### config.mk
export PLATFORM = sky130hd
export DESIGN_NAME = fifo_wr_arb_ctrl
export DESIGN_NICKNAME = d
export VERILOG_FILES = /design/src/rtl/fifo_ctrl_pkg.sv /design/src/rtl/rr_arb2.sv /design/src/rtl/fifo_wr_arb_ctrl.sv
export SDC_FILE = /design/constraint.sdc
export NUM_CORES = 1
export LEC_CHECK = 0
export CAP_MARGIN = 20
export CORE_ASPECT_RATIO = 1.2
export CORE_MARGIN = 8
export CORE_UTILIZATION = 38
export CTS_BUF_LIST = sky130_fd_sc_hd__clkbuf_4 sky130_fd_sc_hd__clkbuf_8
export DETAILED_ROUTE_END_ITERATION = 8
export HOLD_SLACK_MARGIN = 0.06
export PLACE_DENSITY = 0.93
export SETUP_SLACK_MARGIN = 0.2
export SLEW_MARGIN = 10
export SYNTH_ARGS = -nofsm -noshare
export SYNTH_HDL_FRONTEND = slang
export SYNTH_SLANG_ARGS = --single-unit
### constraint.sdc
create_clock -name clk -period 2.92 [get_ports clk]
set_input_delay 0.438 -clock clk [delete_from_list [all_inputs] [get_ports clk]]
set_output_delay 0.438 -clock clk [all_outputs]
set_load 0.03 [all_outputs]
### src/rtl/fifo_ctrl_pkg.sv
// Shared types and helpers for the FIFO write-arbitration controller.
package fifo_ctrl_pkg;

    localparam int unsigned PTR_WIDTH_DEFAULT = 3;

    // Which requester won the most recent accepted write.
    typedef enum logic {
        LAST0 = 1'b0,
        LAST1 = 1'b1
    } gnt_state_e;

    // Wrap-bit pointer for the default geometry.
    typedef logic [PTR_WIDTH_DEFAULT:0] ptr_t;

    function automatic int unsigned fifo_depth(input int unsigned ptr_width);
        return 32'd1 << ptr_width;
    endfunction

endpackage

### src/rtl/rr_arb2.sv
// Two-way round-robin arbiter; a tie goes to the requester that did not win last.
module rr_arb2
    import fifo_ctrl_pkg::*;
(
    input  logic       clk,
    input  logic       rst,
    input  logic [1:0] req,
    input  logic       accept,
    output logic [1:0] gnt
);

    gnt_state_e last_gnt_q, last_gnt_d;

    always_ff @(posedge clk) begin
        if (rst) begin
            last_gnt_q <= LAST1;
        end else begin
            last_gnt_q <= last_gnt_d;
        end
    end

    always_comb begin
        gnt        = 2'b00;
        last_gnt_d = last_gnt_q;
        unique case (req)
            2'b01:   gnt = 2'b01;
            2'b10:   gnt = 2'b10;
            2'b11:   gnt = (last_gnt_q == LAST1) ? 2'b01 : 2'b10;
            default: gnt = 2'b00;
        endcase
        // History only moves when the granted write is actually taken.
        if (accept) begin
            if (gnt[0]) begin
                last_gnt_d = LAST0;
            end else if (gnt[1]) begin
                last_gnt_d = LAST1;
            end
        end
    end

endmodule

### src/rtl/fifo_wr_arb_ctrl.sv
// FIFO controller: round-robin write arbitration, wrap-bit pointers, status flags
// and registered-read sequencing for an external dual-port fifo_mem.
module fifo_wr_arb_ctrl
    import fifo_ctrl_pkg::*;
#(
    parameter int unsigned DATA_WIDTH = 8,
    parameter int unsigned PTR_WIDTH  = 3,
    parameter int unsigned AF_LEVEL   = 6
) (
    input  logic                  clk,
    input  logic                  rst,
    input  logic [1:0]            wr_req,
    input  logic [DATA_WIDTH-1:0] wr_data0,
    input  logic [DATA_WIDTH-1:0] wr_data1,
    output logic [1:0]            wr_gnt,
    input  logic                  rd_req,
    output logic                  rd_data_valid,
    output logic                  mem_w_en,
    output logic [DATA_WIDTH-1:0] mem_w_data,
    output logic [PTR_WIDTH:0]    mem_write_addr,
    output logic                  mem_r_en,
    output logic [PTR_WIDTH:0]    mem_read_addr,
    output logic                  full,
    output logic                  empty,
    output logic                  almost_full,
    output logic [PTR_WIDTH:0]    level
);

    logic [PTR_WIDTH:0] wptr_q, wptr_d;
    logic [PTR_WIDTH:0] rptr_q, rptr_d;
    logic               rd_valid_q;
    logic [1:0]         eligible;

    assign empty       = (wptr_q == rptr_q);
    assign full        = (wptr_q[PTR_WIDTH-1:0] == rptr_q[PTR_WIDTH-1:0]) &&
                         (wptr_q[PTR_WIDTH] != rptr_q[PTR_WIDTH]);
    assign level       = wptr_q - rptr_q;
    assign almost_full = (level >= (PTR_WIDTH + 1)'(AF_LEVEL));

    assign eligible = wr_req & {2{~full}};

    rr_arb2 u_rr_arb2 (
        .clk    (clk),
        .rst    (rst),
        .req    (eligible),
        .accept (mem_w_en),
        .gnt    (wr_gnt)
    );

    assign mem_w_en       = |wr_gnt;
    assign mem_r_en       = rd_req & ~empty;
    assign mem_write_addr = wptr_q;
    assign mem_read_addr  = rptr_q;
    assign rd_data_valid  = rd_valid_q;

    always_comb begin
        mem_w_data = '0;
        unique case (wr_gnt)
            2'b01:   mem_w_data = wr_data0;
            2'b10:   mem_w_data = wr_data1;
            default: mem_w_data = '0;
        endcase
    end

    always_comb begin
        wptr_d = wptr_q;
        rptr_d = rptr_q;
        if (mem_w_en) begin
            wptr_d = wptr_q + 1'b1;
        end
        if (mem_r_en) begin
            rptr_d = rptr_q + 1'b1;
        end
    end

    always_ff @(posedge clk) begin
        if (rst) begin
            wptr_q     <= '0;
            rptr_q     <= '0;
            rd_valid_q <= 1'b0;
        end else begin
            wptr_q     <= wptr_d;
            rptr_q     <= rptr_d;
            rd_valid_q <= mem_r_en;
        end
    end

endmodule

---- After elaboration in Yosys (flattened, before gate mapping) ----
Cells that the tools add are included.
cells by class
  $add $sub $neg .......................... 3
  $lt $le $gt $ge ......................... 1
  eq/ne operators ......................... 8
  mux-type cells .......................... 5
  bitwise gates (word level) .............. 4
  reduce and logical (&&, ||, !) cells .... 4
operators with widths
  kind                                                                    count
  8-bit case mux with 2 select lines                                      1
  4-bit by 1-bit adder with 4-bit output (second input constant)          2
  2-bit == test (second input constant)                                   3
  2-bit case mux with 3 select lines                                      1
  2-bit by 1-bit == test with 1-bit output (second input constant)        2
  4-bit == test                                                           1
  4-bit by 3-bit >= comparator with 1-bit output (second input constant)  1
  4-bit subtractor                                                        1
  3-bit == test                                                           1
  2-bit AND                                                               1
  1-bit two-way mux                                                       2
  2-bit two-way mux                                                       1
  1-bit inverter                                                          2
  2-bit AND reduction                                                     1
  2-bit nonzero test                                                      1
  2-bit OR reduction                                                      1
  1-bit AND                                                               1
  1-bit logical AND                                                       1
  1-bit inequality test                                                   1
storage, ports and cells
  register bits ........................... 10
  input bits .............................. 21
  output and inout port bits .............. 28
  word-level logic and storage cells ...... 29

---- Depth between registers and ports, before layout ----
  depth after elaboration ................. 8
  mapped depth ............................ 9

---- Modules after synthesis ----
From an unflattened synthesis, not the netlist that was laid out.
second synthesis, totals
  cells, all modules ...................... 94
  area total of the unflattened synthesis .. 812.0 sq um
modules (own cells, without submodules)
  module            times used  cells each  area an instance (sq um)
  fifo_wr_arb_ctrl  1           87          750.7
  rr_arb2           1           7           61.3

---- Worst setup path after synthesis ----
No wires, ideal clock.
  path kind ............................... register to output
  start point ............................. register rptr_q[2], in the netlist mem_read_addr[2]
  end point ............................... output mem_w_data[3]
  arrival time ............................ 3.233 ns
  required time ........................... 2.482 ns
  slack ................................... -0.751 ns
  cell stages (with the launch flop) ...... 9
  path buffers ............................ 1
  cells stage by stage .................... dfxtp_1 inv_1 ha_1 and3_1 a221oi_1 ha_1 clkbuf_1 a22oi_1 nor2b_1
on the way
  cells in the longest elaborated chain, start to end .. 8
RTL lines
  item                                                                       RTL line                source
  start, declared                                                            fifo_wr_arb_ctrl.sv:30  logic [PTR_WIDTH:0] rptr_q, rptr_d;
  start signal, assigned                                                     fifo_wr_arb_ctrl.sv:83  rptr_q <= rptr_d;
  3-bit == test *                                                            fifo_wr_arb_ctrl.sv:35  assign full = (wptr_q[PTR_WIDTH-1:0] == rptr_q[PTR_WIDTH-1:0]) &&
  1-bit logical AND *                                                        fifo_wr_arb_ctrl.sv:35
  1-bit inverter *                                                           fifo_wr_arb_ctrl.sv:40  assign eligible = wr_req & {2{~full}};
  2-bit AND *                                                                fifo_wr_arb_ctrl.sv:40
  2-bit == test or 2-bit by 1-bit == test with 1-bit output (tied branches)  rr_arb2.sv:25           unique case (req)
  2-bit case mux with 3 select lines *                                       rr_arb2.sv:25
  named net wr_gnt[0]                                                        fifo_wr_arb_ctrl.sv:15  output logic [1:0] wr_gnt,
  2-bit == test or 2-bit by 1-bit == test with 1-bit output (tied branches)  fifo_wr_arb_ctrl.sv:58  unique case (wr_gnt)
  8-bit case mux with 2 select lines *                                       fifo_wr_arb_ctrl.sv:58
  end, declared                                                              fifo_wr_arb_ctrl.sv:19  output logic [DATA_WIDTH-1:0] mem_w_data,
The timed path passes the listed nets; every way through them passes the cells marked *.

---- Final worst setup path ----
  start point ............................. register wptr_q[0], in the netlist mem_write_addr[0]
  end point ............................... output mem_w_data[7]
on the way
  cells in the longest elaborated chain, start to end .. 8
RTL lines
  item                                                                       RTL line                source
  start, declared                                                            fifo_wr_arb_ctrl.sv:29  logic [PTR_WIDTH:0] wptr_q, wptr_d;
  start signal, assigned                                                     fifo_wr_arb_ctrl.sv:82  wptr_q <= wptr_d;
  3-bit == test *                                                            fifo_wr_arb_ctrl.sv:35
  1-bit logical AND *                                                        fifo_wr_arb_ctrl.sv:35
  1-bit inverter *                                                           fifo_wr_arb_ctrl.sv:40
  2-bit AND *                                                                fifo_wr_arb_ctrl.sv:40
  2-bit == test or 2-bit by 1-bit == test with 1-bit output (tied branches)  rr_arb2.sv:25
  2-bit case mux with 3 select lines *                                       rr_arb2.sv:25
  2-bit == test or 2-bit by 1-bit == test with 1-bit output (tied branches)  fifo_wr_arb_ctrl.sv:58
  8-bit case mux with 2 select lines *                                       fifo_wr_arb_ctrl.sv:58
Mark *: on every way between the ends. The rest lies on a longest branch, timed or not.

==> results.md <==
* Clock Latency Late Sink at between 200 and 300 ps
* Origin of the worst setup path: mem_write_addr[0]
* Synth unique cells at 31
* Synth-to-layout area growth at 91.02%
* Initial antenna violation count at 0
* Leak Pwr at 0.6527 nW
* Reg2Reg Setup Slack at 950 ps
* Final Hold Viols at 0
* Commonest non-fill, non-tap cell in the layout: clkdlybuf4s50_1
* CP Max Fanout at 8
* Clock buffer depth at 2
* Multi-input logic area at 700.7 sq um
* Crit path kind: flip-flop to output port
* Antenna Nets Post-Route at 0
* Cells after Synth at 94
* Reg2reg start: mem_write_addr[0]
* RSZ-0062 raised after global routing: no
* Drt pass-1 iters at 4
* CP bufs+invs at 3
* Crit path time final at 2634 ps
* Placement Setup Slack at 256.0 ps
* Register area at 217.7 sq um
* Avg Inst Size Synth at 8.452 sq um
* First-pass GRT wire length at 4457 microns
* Seq/Total Area, Yosys at between 20% and 30%
* Status: finished clean
* Core box area at slightly above 2000 sq um
* Tot GR Track Use at between 10% and 20%
* CTS H-tree depth at 1
* Chip height at 66.09 microns
* # IOs at just under 50
* CTS tree: built
* Max IR drop VDD at 0.0004217 V
* Share of cells above drive strength 1 at 35.37%
* Clk root buf: clkbuf_4
* Via Count at 911
* Die area at 3816 sq um
* Yosys warns at 0
* Critical path capture point type: output port
* Path depth of the worst reg2reg path at 9
* Clk pin slew, worst setup/hold paths at 70 ps
* Final setup TNS at 0 ps
* Avg WL per Cell at 16.67 microns
* Largest net degree at the start of global routing at 14
* GRT Residual Overflow at 0
* Antenna cells at 0
* Ranking of synthesized cells by area: dfxtp_1 25%, ha_1 13%, nor2b_1 8.7%, a22oi_1 7.6%, inv_1 5.2%
* Worst Slack Setup Final at approximately 290 ps
* Worst R2R End: mem_write_addr[3]
* Post-CTS Hold Buffers at 0
* Tcrit/Tclk final at 90.21%
* # DRC at 0
* Worst-path cell chain: inv_1 > ha_4 > and3_4 > a221oi_4 > inv_2 > ha_4 > a22oi_1 > nor2b_2 > buf_4
* Max incr delay on CP at 370 ps
* Relative slew slack at 69.13%
* Crit path max-delay family: compound AO/OA/AOI/OAI gates
* WP depth at 9
* Vias in the first global route at 966
* Synth Register Bits at 10
* Setup violations, final at 0
* Critical Path Source Type: flip-flop
* Share of the synthesized area in the top cell type at roughly 25%
* Fin Clk Skew at 0.6090 ps
* Top cell type by total area after synthesis: dfxtp_1
* Arrival @ worst endpoint at 2200 ps
* Power density cells at 548.5 nW/um^2
* CTS buffer count at 3
* Most frequent CP cell: ha_4
* Layout Nets at 178
* MaxCap Viol Count at 0
* Drt via density at approximately 5.5
* Post-DP HPWL at 2218 microns
* Crit path required time at 2480 ps
* Hold crit path type: flip-flop to flip-flop
* Initial DRC count at 18
* Syn Std Cell Area at 794.5 sq um
* Filler cell count at 149
* Worst Setup EP: mem_w_data[7]
* Critical path's slowest cell: dfxtp_4
* DRT Wirelength at about 2800 microns
* FP Rows at 18
* Initial core utilization at ~40%
* Peak Freq at ~0.38 GHz
* RePlAce Congestion at approximately 0.8
* Worst Tran Pin Value at 461.7 ps
* Commonest cells after routing, fill and taps aside: 38 x clkdlybuf4s50_1, 12 x buf_4, 10 x nor2_1
* Number of clock sinks at 10
* Final Util at between 70% and 80%
* Syn_nets at 124
* Final Max Tran Viols at 0
* PortBufs at 48
* Die W at 57.74 microns
==> synth_stat cells (all sizes together) <==
library cell  number
a21oi              2
nor2b             11
xor2               4
and3               3
fa                 1
o31ai              1
nand3              2
nor2              10
o2111ai            1
clkbuf             3
nand2              3
nand4b             1
a221oi             1
mux2               3
a22oi              8
o21a               1
ha                 8
dfxtp             10
and2               1
o21ai              2
nor3               1
a31oi              1
mux2i              1
inv               11
o211a              1
xnor2              1
and4               1
nand3b             1
==> worst min path at each step <==
stage,cells after the start,endpoint,from
finish,2,mem_write_addr[0],mem_write_addr[0]
global route,2,mem_write_addr[0],mem_write_addr[0]
CTS,2,mem_write_addr[0],mem_write_addr[0]
detailed placement,2,mem_write_addr[0],mem_write_addr[0]
global placement,2,mem_write_addr[0],mem_write_addr[0]
floorplan,2,u_rr_arb2.last_gnt_q,u_rr_arb2.last_gnt_q
==> flip-flops by register name (all words and copies together), names as in the netlist <==
register	cells
mem_write_addr	4
u_rr_arb2.last_gnt_q	1
mem_read_addr	4
rd_data_valid	1
==> cell families after synthesis <==
family | Yosys count | synth area share (%)
simple gates | 34 | 22.99
mux | 4 | 5.984
fa+ha+maj | 9 | 15.12
flops | 10 | 25.20
buf+inv | 14 | 6.614
compound gates | 18 | 17.64
xor+xnor | 5 | 6.458
==> layer usage <==
layer / wire length, microns / vias to the layer above / share of wire, % / global-route usage, %
met3: 234 / 2 / 8.4 / 4.864
met5: 0 / - / 0 / 0
met1: 1195 / 429 / 43 / 15.39
met4: 16 / 0 / 0.57 / 4.601
li1: - / 430 / - / -
met2: 1337 / 50 / 48 / 27.08
==> metrics by stage <==
| stage | hold WS, ps | cell area [sq um] | cells | power [mW] |
|---|---|---|---|---|
| after floorplan | 520.1 | 878.3 | 94 | 0.4741 |
| after global placement | 530.8 | 1355 | 160 | 0.6553 |
| after detailed placement | 542.8 | 1355 | 160 | 0.6664 |
| after CTS | 545.2 | 1471 | 165 | 0.8271 |
| after global routing | 547.4 | 1518 | 167 | 0.8782 |
| final | 532.9 | 1518 | 167 | 0.8324 |
==> worst min-delay path, cell delays in order, from the launching register on <==
cell and delay (ps):
dfxtp_4 370, xor2_1 60, nor2_1 70
==> layout make-up <==
type	instances	area share (%)
well taps	20	1.649
clock buffers	4	2.391
multi-input cells	70	46.17
flip-flops and latches	10	14.34
inverters	11	2.885
repair buffers	52	32.56
==> report_power, final <==
| group | switching, mW | total [mW] | internal, mW | leakage (nW) |
|---|---|---|---|---|
| registers | 0.0222 | 0.175 | 0.153 | 0.0853 |
| clock network | 0.0520 | 0.128 | 0.0758 | 0.0210 |
| logic | 0.287 | 0.529 | 0.242 | 0.546 |
==> timing repair <==
action / CTS / global route
resized for setup: 12 / 8
hold endpoints to repair: 0 / 0
setup endpoints to repair: 10 / 11
setup buffers: 1 / 2
pin swaps: 3 / 3
(Power assumes the default switching activity.)
